==> src/rtl/regdump_pkg.sv <==
// regdump_pkg: shared types, constants and helpers for the register-dump UART.
//   state_t         - dump FSM states
//   tx_req_t        - byte request from the dump FSM to the byte transmitter
//   HALT_INSTR      - `jal x0,0` encoding, the self-loop a finished program sits in
//   ASCII_*         - characters used in the dump text
//   nibble_to_ascii - 4-bit value -> lowercase hex ASCII digit
package regdump_pkg;

   typedef enum logic [2:0] {
      IDLE,
      CAPTURE,
      SEND,
      NEXT,
      FINISH
   } state_t;

   typedef struct packed {
      logic       load;
      logic [7:0] data;
   } tx_req_t;

   localparam logic [31:0] HALT_INSTR = 32'h0000_006F;
   localparam logic [7:0]  ASCII_0    = 8'h30;
   localparam logic [7:0]  ASCII_A_LC = 8'h61;
   localparam logic [7:0]  ASCII_LF   = 8'h0A;

   function automatic logic [7:0] nibble_to_ascii(input logic [3:0] n);
      logic [7:0] c;
      if (n < 4'd10) c = ASCII_0 + {4'h0, n};
      else           c = ASCII_A_LC + {4'h0, n} - 8'd10;
      return c;
   endfunction

endpackage

==> src/rtl/uart_tx_byte.sv <==
// uart_tx_byte: one-byte UART 8N1 transmitter.
//   clk       - system clock, rising edge
//   reset     - asynchronous, active-low
//   load      - accept data when ready is high
//   data      - byte to send, LSB first
//   tx        - serial line, idle high
//   byte_done - one-cycle pulse announcing the end of the stop bit
//   ready     - high when no byte is in flight
// Every bit lasts exactly CLKS_PER_BIT cycles; the counters return to zero
// at each bit and byte boundary so nothing carries into the next byte.
module uart_tx_byte #(
   parameter int CLKS_PER_BIT = 104
) (
   input  logic       clk,
   input  logic       reset,
   input  logic       load,
   input  logic [7:0] data,
   output logic       tx,
   output logic       byte_done,
   output logic       ready
);

   localparam int BW = (CLKS_PER_BIT > 1) ? $clog2(CLKS_PER_BIT) : 1;
   localparam logic [BW-1:0] BAUD_LAST = BW'(CLKS_PER_BIT - 1);
   // byte_done fires one cycle ahead of the stop-bit end so that the
   // caller's one-cycle bookkeeping state overlaps the final stop cycle.
   localparam logic [BW-1:0] BAUD_DONE = BW'(CLKS_PER_BIT - 2);

   logic          active;
   logic [BW-1:0] baud_cnt;
   logic [3:0]    bit_cnt;   // 0 = start, 1..8 = data, 9 = stop
   logic [8:0]    frame;     // remaining data bits followed by the stop bit
   logic          bit_end;

   assign bit_end   = (baud_cnt == BAUD_LAST);
   assign ready     = !active;
   assign byte_done = active && (bit_cnt == 4'd9) && (baud_cnt == BAUD_DONE);

   always_ff @(posedge clk or negedge reset) begin
      if (!reset) begin
         active   <= 1'b0;
         baud_cnt <= '0;
         bit_cnt  <= '0;
         frame    <= '1;
         tx       <= 1'b1;
      end else if (!active) begin
         if (load) begin
            active   <= 1'b1;
            tx       <= 1'b0;
            frame    <= {1'b1, data};
            baud_cnt <= '0;
            bit_cnt  <= '0;
         end
      end else if (bit_end) begin
         baud_cnt <= '0;
         if (bit_cnt == 4'd9) begin
            active  <= 1'b0;
            bit_cnt <= '0;
            tx      <= 1'b1;
         end else begin
            bit_cnt <= bit_cnt + 4'd1;
            tx      <= frame[0];
            frame   <= {1'b1, frame[8:1]};
         end
      end else begin
         baud_cnt <= baud_cnt + BW'(1);
      end
   end

endmodule

==> src/rtl/regdump_uart_tx.sv <==
// regdump_uart_tx: dumps x0..x31 over UART as "%08x\n" lines, the same text
// as program/expected/*.mem, so a board run can be diffed without a simulator.
//   clk     - system clock, rising edge
//   reset   - asynchronous, active-low
//   start   - one-cycle dump request, dropped while busy
//   instr   - current fetched instruction, watched for the halt self-loop
//   rd_addr - register-file read address
//   rd_data - combinational register-file read data for rd_addr
//   tx      - UART serial out, idle high
//   busy    - dump in progress
//   done    - a dump completed; cleared by the next trigger
module regdump_uart_tx
   import regdump_pkg::*;
#(
   parameter int CLKS_PER_BIT = 104,
   parameter int HALT_HOLD    = 4,
   parameter bit AUTO_EN      = 1'b1
) (
   input  logic        clk,
   input  logic        reset,
   input  logic        start,
   input  logic [31:0] instr,
   output logic [4:0]  rd_addr,
   input  logic [31:0] rd_data,
   output logic        tx,
   output logic        busy,
   output logic        done
);

   localparam int HW = $clog2(HALT_HOLD + 1);
   localparam logic [HW-1:0] HOLD_MAX = HW'(HALT_HOLD);
   localparam logic [HW-1:0] HOLD_ARM = HW'(HALT_HOLD - 1);

   // ---------------- halt detection ----------------
   logic [HW-1:0] hcnt;
   logic          armed;
   logic          is_halt;
   logic          auto_trig;
   logic          trigger;

   assign is_halt   = (instr == HALT_INSTR);
   assign auto_trig = AUTO_EN && armed && (hcnt == HOLD_ARM) && is_halt;

   // armed drops on an auto trigger and only comes back once the core has
   // left the halt loop, so a single halt episode yields a single dump.
   always_ff @(posedge clk or negedge reset) begin
      if (!reset) begin
         hcnt  <= '0;
         armed <= 1'b1;
      end else begin
         if (!is_halt)              hcnt <= '0;
         else if (hcnt != HOLD_MAX) hcnt <= hcnt + HW'(1);
         if (auto_trig)     armed <= 1'b0;
         else if (!is_halt) armed <= 1'b1;
      end
   end

   // ---------------- dump FSM ----------------
   state_t      state_q, state_d;
   logic [4:0]  rd_addr_q, rd_addr_d;
   logic [31:0] word_q, word_d;
   logic [2:0]  nib_q, nib_d;
   logic        lf_q, lf_d;       // the byte in SEND is the line feed
   logic        busy_q, busy_d;
   logic        done_q, done_d;
   logic [3:0]  cur_nib;
   tx_req_t     req;
   logic        tx_ready;
   logic        byte_done;

   assign trigger = (start || auto_trig) && (state_q == IDLE);
   assign cur_nib = word_q[{nib_q, 2'b00} +: 4];

   always_ff @(posedge clk or negedge reset) begin
      if (!reset) begin
         state_q   <= IDLE;
         rd_addr_q <= '0;
         word_q    <= '0;
         nib_q     <= '0;
         lf_q      <= 1'b0;
         busy_q    <= 1'b0;
         done_q    <= 1'b0;
      end else begin
         state_q   <= state_d;
         rd_addr_q <= rd_addr_d;
         word_q    <= word_d;
         nib_q     <= nib_d;
         lf_q      <= lf_d;
         busy_q    <= busy_d;
         done_q    <= done_d;
      end
   end

   always_comb begin
      state_d   = state_q;
      rd_addr_d = rd_addr_q;
      word_d    = word_q;
      nib_d     = nib_q;
      lf_d      = lf_q;
      busy_d    = busy_q;
      done_d    = done_q;
      req.load  = 1'b0;
      req.data  = lf_q ? ASCII_LF : nibble_to_ascii(cur_nib);
      case (state_q)
         IDLE: begin
            if (trigger) begin
               rd_addr_d = '0;
               busy_d    = 1'b1;
               done_d    = 1'b0;
               state_d   = CAPTURE;
            end
         end
         CAPTURE: begin
            word_d  = rd_data;
            nib_d   = 3'd7;
            lf_d    = 1'b0;
            state_d = SEND;
         end
         SEND: begin
            // ready is low for the whole byte, so this loads exactly once
            req.load = tx_ready;
            if (byte_done) state_d = NEXT;
         end
         NEXT: begin
            if (lf_q) begin
               if (rd_addr_q == 5'd31) begin
                  state_d = FINISH;
               end else begin
                  rd_addr_d = rd_addr_q + 5'd1;
                  state_d   = CAPTURE;
               end
            end else if (nib_q == 3'd0) begin
               lf_d    = 1'b1;
               state_d = SEND;
            end else begin
               nib_d   = nib_q - 3'd1;
               state_d = SEND;
            end
         end
         FINISH: begin
            busy_d  = 1'b0;
            done_d  = 1'b1;
            state_d = IDLE;
         end
         default: state_d = IDLE;
      endcase
   end

   uart_tx_byte #(
      .CLKS_PER_BIT(CLKS_PER_BIT)
   ) u_tx (
      .clk      (clk),
      .reset    (reset),
      .load     (req.load),
      .data     (req.data),
      .tx       (tx),
      .byte_done(byte_done),
      .ready    (tx_ready)
   );

   assign rd_addr = rd_addr_q;
   assign busy    = busy_q;
   assign done    = done_q;

endmodule

==> config.mk <==
export PLATFORM = sky130hd
export DESIGN_NAME = regdump_uart_tx
export DESIGN_NICKNAME = d
export VERILOG_FILES = /design/src/rtl/regdump_pkg.sv /design/src/rtl/uart_tx_byte.sv /design/src/rtl/regdump_uart_tx.sv
export SDC_FILE = /design/constraint.sdc
export NUM_CORES = 1
export LEC_CHECK = 0
export ABC_AREA = 1
export CORE_MARGIN = 5
export CORE_UTILIZATION = 58
export DETAILED_ROUTE_END_ITERATION = 16
export DONT_BUFFER_PORTS = 1
export PLACE_DENSITY_LB_ADDON = 0.05
export SKIP_LAST_GASP = 1
export SYNTH_ARGS = -nofsm -noshare
export SYNTH_HDL_FRONTEND = slang
export SYNTH_HIERARCHICAL = 1
export SYNTH_SLANG_ARGS = --single-unit
export TNS_END_PERCENT = 10
==> constraint.sdc <==
create_clock -name clk -period 1.95 [get_ports clk]
set_input_delay 0.2925 -clock clk [delete_from_list [all_inputs] [get_ports clk]]
set_output_delay 0.2925 -clock clk [all_outputs]
set_load 0.005 [all_outputs]
==> flow_summary.toml, run 1 <==
[cts]
cts.htree.levels = 3
cts-buffers-inserted = 9
tritoncts = "yes"
clk_pin_slew_ns = 0.08
clock-sinks = 71
clk_latency_ns = 0.35
root_buffer = "clkbuf_8"
clockBufferDepth = 2

[synthesis]
yosys_warnings = 6
yosysUniqueCellTypes = 40
synth_top_area_cell = "dfrtp_1"
synthTopCellsByCount = "135 x nand2_1, 68 x nor2_1, 61 x dfrtp_1, 61 x inv_1, 37 x nand3_1"
synthFlopType = "dfrtp_1"
synth_edf_count = 0
ys_async_sr_fraction_pct = 100
synth_area_leaders = "dfrtp_1 38%, nand2_1 13%, dfstp_2 6.6%, nor2_1 6.4%, inv_1 5.8%"
syn_avg_cell_area_um2 = 7.88
ys_seq_area_share_pct = 45.0
synth_most_common_cell = "nand2_1"
ys_ff_latch = 71
synth_top_area_share_pct = 38.4
syn_area_um2 = 3980
syn_inst = 505
syn_nets = 584

[pwr]
pwr_density_cell_nw_per_um2 = 1570
peakVddDrop_v = 0.000862
sw_frac_of_total_pct = 40.3
comb_power_share_pct = 46.2
p_sw_uw = 2810
pwr-share-clk_pct = 18.7
power_leakage_uw = 0.00225
p_int_uw = 4160
seqPwrFrac_pct = 35.1

[place]
hpwl_um = 5700
placement.io_buffers = 0
gp_congestion = 0.800

[detailed_routing]
drt_first_pass_iters = 4
vias = 3149
drt-total-wl_um = 8000
dr.first_iter.drc_count = 104
wl_per_cell_um = 13.2
ant_nets = 0
vias_per_cell = 5.19
drc = 0

[timing]
setup-tns-final_ns = 0
slew_violations = 0
finalCritPeriodShare_pct = 95.4
whs_ns = 0.0756
clock_skew_ns = 0.0112
setup_viol = 0
fmax_mhz = 537
hold_violations = 0
period_minus_slack_ns = 1.86
rsz0062_at_grt = "yes"

[critical_path]
worstSetupEndpoint = "u_tx/frame[1]"
cp_num_buf_inv = 2
worstPathMaxFanout = 8
crit_required_ns = 2.25
crit_type = "reg -> reg"
rr_startpoint = "nib_q[0]"
end_kind = "register"
path_cells = "buf_12, nor2_4, nor2_1, o21ai_1, nand2_1, nand2_1, nand2_1, inv_2, ha_4, nand3b_1, o211ai_1, nand2_1, nand2_1, nand3_1, nand2_1"
critPathSlowestCell = "dfrtp_2"
max_stage_delay_ns = 0.45
path_depth = 15
rr_worst_depth = 15
cp_top_family = "simple AND/OR/NAND/NOR gates"
rrSetupSlack_ns = 0.09
crit_path_start_kind = "register"
cp-startpoint = "nib_q[0]"
crit_arrival_ns = 2.16
r2r_end = "u_tx/frame[1]"
path_common_cell = "nand2_1"

[grt]
antenna_found_initial = 0
grt_pass1_vias = 3049
grt_max_degree = 72
grtUsageTotal_pct = 19.3
grt_first_pass_wirelength_um = 13500
grt_overflow_total = 0

[final_layout]
area_growth_pct = 11.7
nFillCells = 573
nNetsFinal = 601
regArea_um2 = 1790
multi_input_area_um2 = 1870
layout-drive-gt1-share_pct = 18.2
diodes = 0

[min_path]
min_path_cells = 1
hold_class = "in -> reg"

[die]
rows = 30
die_h_um = 92.8
ios = 75
start_util_pct = 59.2
core_um2 = 6720
die_x_um = 92.8
dieArea_um2 = 8610

[status]
status = "complete, no violations"

[job]
maxCapViolations = 0
power by group through the flow:
stage / clock [µW] / sequential [µW] / combinational (µW)
2_1_floorplan: 0 / 2340 / 2400
3_3_place_gp: 0 / 2420 / 2760
3_5_place_dp: 0 / 2440 / 2870
4_1_cts: 1330 / 2410 / 2920
5_1_grt: 1400 / 2520 / 3660
6_report: 1310 / 2450 / 3220
timing repair:
item | 4_1_cts | 5_1_grt
hold buffers | 2 | 0
setup endpoints to repair | 0 | 8
setup buffers | 0 | 5
endpoints found under the hold margin | 71 | 0
gates resized for setup | 0 | 18
kinds of logic (layout without fill, tap and decap cells):
family / Yosys count / after routing / synth area share [%]
AOI/OAI and AO/OA: 50 / 50 / 6.89
DFF: 71 / 71 / 45.0
buffers and inverters: 79 / 101 / 9.19
and+or+nand+nor: 271 / 271 / 29.4
other: 1 / 1 / 0.0943
adders and majority gates: 12 / 12 / 3.77
xor gates and xnor gates: 5 / 5 / 1.10
muxes: 16 / 16 / 4.53
cell type report:
| class | instances | area share, % |
|---|---|---|
| clock buffers | 9 | 2.79 |
| inverters | 66 | 5.86 |
| well taps | 80 | 2.25 |
| multi-input cells | 355 | 42.2 |
| clock inverters | 7 | 2.20 |
| flip-flops and latches | 71 | 40.3 |
| repair buffers | 19 | 4.39 |
cell usage in the layout (no fill, tap or decap), types with 9 or more instances in the layout:
cell type    n
nand2_2     10
dfstp_2     10
nand3_1     37
mux2_2      15
buf_4       15
nor2_1      63
dfrtp_1     60
inv_1       60
nand2_1    134
ha_1        11
clkbuf_8     9
o21ai_1      9
o21ai_0      9
a21oi_1     21
through the flow:
| stage | instance area, µm² | utilization [%] | instances | power [µW] | setup WS [ns] |
|---|---|---|---|---|---|
| 4_1_cts | 4320 | 64.3 | 601 | 6660 | 0.117 |
| 3_5_place_dp | 4060 | 60.5 | 583 | 5300 | 0.144 |
| 3_3_place_gp | 4060 | 60.5 | 583 | 5180 | 0.205 |
| 5_1_grt | 4440 | 66.1 | 607 | 7580 | -0.0875 |
| 6_report | 4440 | 66.1 | 607 | 6970 | 0.0890 |
| 2_1_floorplan | 3980 | - | 505 | 4730 | 0.189 |
flip-flops by register name, summed over array words and instances (netlist names):
signal,flops
rd_addr,5
u_tx/frame,8
u_tx/baud_cnt,7
hcnt,3
u_tx/active,1
u_tx/tx,1
done,1
armed,1
nib_q,3
word_q,32
u_tx/bit_cnt,4
lf_q,1
busy,1
state_q,3
routing by layer:
layer | vias up | routed length [µm] | track usage (%)
met4 | 0 | 60 | 7.45
met1 | 1447 | 3480 | 23.9
met5 | - | 0 | 0
met2 | 79 | 3960 | 32.5
li1 | 1616 | - | -
met3 | 7 | 503 | 4.79
how the worst min path moves through the flow:
| stage | from | endpoint | slack, ns |
|---|---|---|---|
| after floorplan | reset | busy | -0.003 |
| after global placement | reset | rd_addr[2] | -0.001 |
| after detailed placement | reset | rd_addr[2] | -0.001 |
| after CTS | rd_data[31] | word_q[31] | 0.07 |
| after global routing | rd_data[31] | word_q[31] | 0.07 |
| final | rd_data[31] | word_q[31] | 0.08 |
worst register-to-register path, stage by stage, from the launching register on:
cell and delay [ns]:
dfrtp_2 0.45, buf_12 0.17, nor2_4 0.09, nor2_1 0.05, o21ai_1 0.07, nand2_1 0.07, nand2_1 0.05, nand2_1 0.06
inv_2 0.08, ha_4 0.19, nand3b_1 0.14, o211ai_1 0.09, nand2_1 0.07, nand2_1 0.07, nand3_1 0.07, nand2_1 0.07
Note: power is estimated with default switching activity, not from simulation.
==> inputs of run 2 (changes only) <==
- SLEW_MARGIN: default -> 30
==> results of run 2 <==
Same layout as run 1: the final DEF is identical, and so are final timing and power.
